<file path="src/rtl/sensor_filter.sv">
// Synchronizes and debounces the four raw robot sensor lines.
// Also produces a warm-up valid flag and a change pulse for the navigation FSM.
module sensor_filter #(
  parameter int DEBOUNCE  = 8,
  parameter int CNT_WIDTH = 4
) (
  input  logic clock,
  input  logic reset,
  input  logic head_raw,
  input  logic left_raw,
  input  logic under_raw,
  input  logic barrier_raw,
  output logic head,
  output logic left,
  output logic under,
  output logic barrier,
  output logic valid,
  output logic change
);

  localparam logic [CNT_WIDTH-1:0] CNT_LAST  = CNT_WIDTH'(DEBOUNCE - 1);
  localparam logic [CNT_WIDTH-1:0] WARM_LAST = CNT_WIDTH'(DEBOUNCE + 1);

  typedef enum logic {WARMUP, RUN} state_t;

  state_t               state;
  logic [3:0]           raw;
  logic [3:0]           s1;
  logic [3:0]           s2;
  logic [3:0]           f;
  logic [3:0]           f_next;
  logic [CNT_WIDTH-1:0] cnt      [4];
  logic [CNT_WIDTH-1:0] cnt_next [4];
  logic [CNT_WIDTH-1:0] w;

  assign raw = {barrier_raw, under_raw, left_raw, head_raw};
  assign {barrier, under, left, head} = f;

  // A sample matching the filtered value clears the counter, so any bounce restarts qualification.
  always_comb begin
    f_next = f;
    for (int unsigned i = 0; i < 4; i++) begin
      cnt_next[i] = '0;
      if (s2[i] != f[i]) begin
        if (cnt[i] == CNT_LAST) f_next[i] = s2[i];
        else                    cnt_next[i] = cnt[i] + 1'b1;
      end
    end
  end

  always_ff @(posedge clock) begin
    if (reset) begin
      s1     <= '0;
      s2     <= '0;
      f      <= '0;
      cnt    <= '{default: '0};
      w      <= '0;
      state  <= WARMUP;
      valid  <= 1'b0;
      change <= 1'b0;
    end else begin
      s1     <= raw;
      s2     <= s1;
      f      <= f_next;
      cnt    <= cnt_next;
      // Uses the pre-edge valid, so startup transitions landing with valid's rise stay silent.
      change <= valid && (f_next != f);
      case (state)
        WARMUP: begin
          w <= w + 1'b1;
          if (w == WARM_LAST) begin
            state <= RUN;
            valid <= 1'b1;
          end
        end
        RUN: valid <= 1'b1;
        default: state <= WARMUP;
      endcase
    end
  end

endmodule
</file>
<file path="config.mk">
export PLATFORM = sky130hd
export DESIGN_NAME = sensor_filter
export DESIGN_NICKNAME = d
export VERILOG_FILES = /design/src/rtl/sensor_filter.sv
export SDC_FILE = /design/constraint.sdc
export NUM_CORES = 1
export LEC_CHECK = 0
export ABC_AREA = 1
export BUFFER_PORTS_ARGS = -buffer_cell sky130_fd_sc_hd__buf_2
export CELL_PAD_IN_SITES_DETAIL_PLACEMENT = 1
export CELL_PAD_IN_SITES_GLOBAL_PLACEMENT = 1
export CORE_MARGIN = 2
export CORE_UTILIZATION = 43
export CTS_CLUSTER_SIZE = 10
export DETAILED_ROUTE_END_ITERATION = 8
export PLACE_DENSITY_LB_ADDON = 0.1
export REMOVE_ABC_BUFFERS = 1
export SLEW_MARGIN = 20
export SYNTH_ARGS = -nofsm -noshare
export SYNTH_HDL_FRONTEND = slang
export SYNTH_SLANG_ARGS = --single-unit
</file>
<file path="constraint.sdc">
create_clock -name clock -period 1.38 [get_ports clock]
set_input_delay 0.276 -clock clock [delete_from_list [all_inputs] [get_ports clock]]
set_output_delay 0.276 -clock clock [all_outputs]
set_load 0.005 [all_outputs]
</file>
==> results.txt <==
Status: completed
Vias per cell: 4.51
Post-CTS Setup Bufs: 0
Largest net degree at the start of global routing: 14
Tcrit/Tclk final: 0.826
Post-layout min period: 1140 ps
Final Skew: 2.07 ps
CP arrival: 860 ps
DRT Wirelength: 2530 um
Share of flip-flops with an asynchronous set or reset: 0
First-pass GRT wire length: 4440 um
Placed cell areas: 1530 sq um
Chip Width: 61.8 um
Site row count: 20
Predominant post-synthesis flop cell: dfxtp_1
Routed via count: 1028
Count of cell types in the netlist: 19
Crit start category: flip-flop
Initial Util: 0.460
Fraction of synthesized cell area in xor and xnor cells: 0.0244
EDFF count, synth: 0
Final Wtd Congestion: 0.679
Post-DP HPWL: 1960 um
Crit-path slowest cell: dfxtp_1
IO Port Bufs: 11
WS Path Type: reg2out
CP max stage delay: 390 ps
Post-Syn Area: 1440 sq um
Critical Path RT: 1100 ps
Core area: 3130 sq um
Worst skew pair latency: 340 ps
Adder-Cell Fraction of Synth Area: 0.0522
1st-pass router iterations: 3
Clock slew seen by the registers of the worst setup and hold paths: 100 ps
Pwr dens: 1100 nW/um^2
Overall power: 1.76 mW
TritonCTS clock tree: done
Final setup violation count: 0
Worst path cell trace: buf_2
Post-synthesis sequential area ratio: 0.487
Top cells by count, synth: 35 x dfxtp_1, 32 x nor2_1, 27 x inv_1
Top cell type by total area after synthesis: dfxtp_1
Drt wl/cell: 11.1 um
Cells after synthesis: 167
Leak Pwr: 0.767 nW
Die area: 3820 sq um
CTS sink cnt: 35
Slew Limit Headroom: 0.860
Post-synthesis compound-gate area fraction: 0.0487
Register area: 701 sq um
Htree depth: 2
DRC: 0
Max Clock Freq: 0.878 GHz
Fraction of layout cells with a size suffix above 1: 0.201
Mux contribution to synthesized area: 0
Syn_area_per_cell: 8.61 sq um
Share of the synthesized area in the top cell type: 0.487
Crit path max-delay family: flip-flops
CTS buffer count: 5
Nets@finish: 195
# IOs: 12
GRT overflow: 0
Initial antenna violation count: 0
Hold-fix buffers, CTS: 0
Fillers: 406
DR iter-0 viols: 27
Top cells by area, synth: dfxtp_1 49%, nor2_1 8.4%, inv_1 7.0%, nand2_1 6.0%, ha_1 5.2%
Worst path bufs/invs: 1
Final hold vios: 0
Worst hold margin: 130 ps
CP endpoint kind: output port
Post_cts resized: 0
Reg2reg setup slack: 270 ps
Worst Max-Slew Pin Slew: 211 ps
ANT nets after route: 0
Setup TNS: 0 ps
Critical path peak fanout: 4
Synth Register Bits: 35
Largest family of logic cells by synthesized area: simple AND/OR/NAND/NOR gates
Hold WC Path Type: in2reg
Clock tree buffer depth: 2
Die Height: 61.8 um
RSZ-0062 raised after global routing: no
Peak supply drop: 0.506 mV
Design area: 1600 sq um
Max-Cap Viols: 0
Slew Viols, Final: 0
Total track usage: 0.164
Fraction of the mapped netlist area in simple logic gates: 0.299
Most common cell in the netlist: dfxtp_1
Clock root buffer: clkbuf_4
Ant. Diodes: 0
Util after Layout: 0.512
Ys Warns: 0
Multi-input gate area: 609 sq um
Vias in the first global route: 1071
Area delta synth->final: 11.3%
[kinds of logic after synthesis]
logic type / Yosys count
simple gates: 77
buf+inv: 31
compound gates: 14
fa+ha+maj: 6
flops: 35
xor+xnor: 4
[state kept, by name, summed over array words and instances, names as in the netlist]
signal and flops:
f 4, change 1, valid 1, s2 4
cnt 16, state 1, w 4, s1 4
[layout make-up]
cell class / instances / share of cell area
clock buffer: 8 / 0.0430
inverter: 29 / 0.0696
sequential: 35 / 0.438
timing repair buffer: 11 / 0.0344
tap: 44 / 0.0344
multi-input combinational: 101 / 0.381
[worst paths after layout]
| path | startpoint | to | depth (start not counted) |
|---|---|---|---|
| max | f[2] | under | 1 |
| min | head_raw | s1[0] | 3 |
| max reg2reg | cnt[0] | cnt[2] | 6 |
| min reg2reg | s1[0] | s2[0] | 2 |
[stage by stage]
step                worst slack, ps  std cells
CTS                             205        228
detailed placement              276        220
global placement                322        220
finish                          241        228
floorplan                       393        165
global route                    151        228
[cell usage in the layout (no fill, tap or decap)]
| cell | netlist | layout |
|---|---|---|
| nand3b_4 | 3 | 3 |
| inv_4 | 1 | 1 |
| nand3_4 | 1 | 1 |
| inv_1 | 27 | 27 |
| clkbuf_1 | 0 | 1 |
| buf_2 | 1 | 11 |
| dfxtp_1 | 35 | 35 |
| nor2_2 | 1 | 1 |
| nand2_1 | 23 | 23 |
| inv_2 | 1 | 1 |
| xor2_1 | 4 | 4 |
| nor3_2 | 5 | 5 |
| nand2_2 | 3 | 3 |
| a21oi_1 | 6 | 6 |
| nor2_4 | 4 | 4 |
| nand3_1 | 5 | 5 |
| clkbuf_4 | 0 | 5 |
| clkbuf_8 | 0 | 2 |
| nor2_1 | 32 | 32 |
| o21ai_0 | 8 | 8 |
| ha_1 | 6 | 6 |
[tightest hold or removal path: cells and delay by family]
kind	cells	cell delay [ps]
and+or+nand+nor	1	30
buffers and inverters	2	130
[report_power, final]
group | leakage, nW | internal (mW) | switching [mW]
sequential | 0.285 | 1.03 | 0.0125
combinational | 0.444 | 0.0277 | 0.0478
clock | 0.0386 | 0.300 | 0.337
total | 0.767 | 1.36 | 0.398
[layer usage]
layer	share of wire	GRT usage	up-vias	wire length [um]
met3	0.043	0.0704	6	108
met5	0	0	-	0
met1	0.43	0.167	473	1080
met2	0.51	0.286	13	1280
li1	-	-	536	-
met4	0.023	0.0821	0	59
No activity file was read; power rests on OpenSTA's default activity.
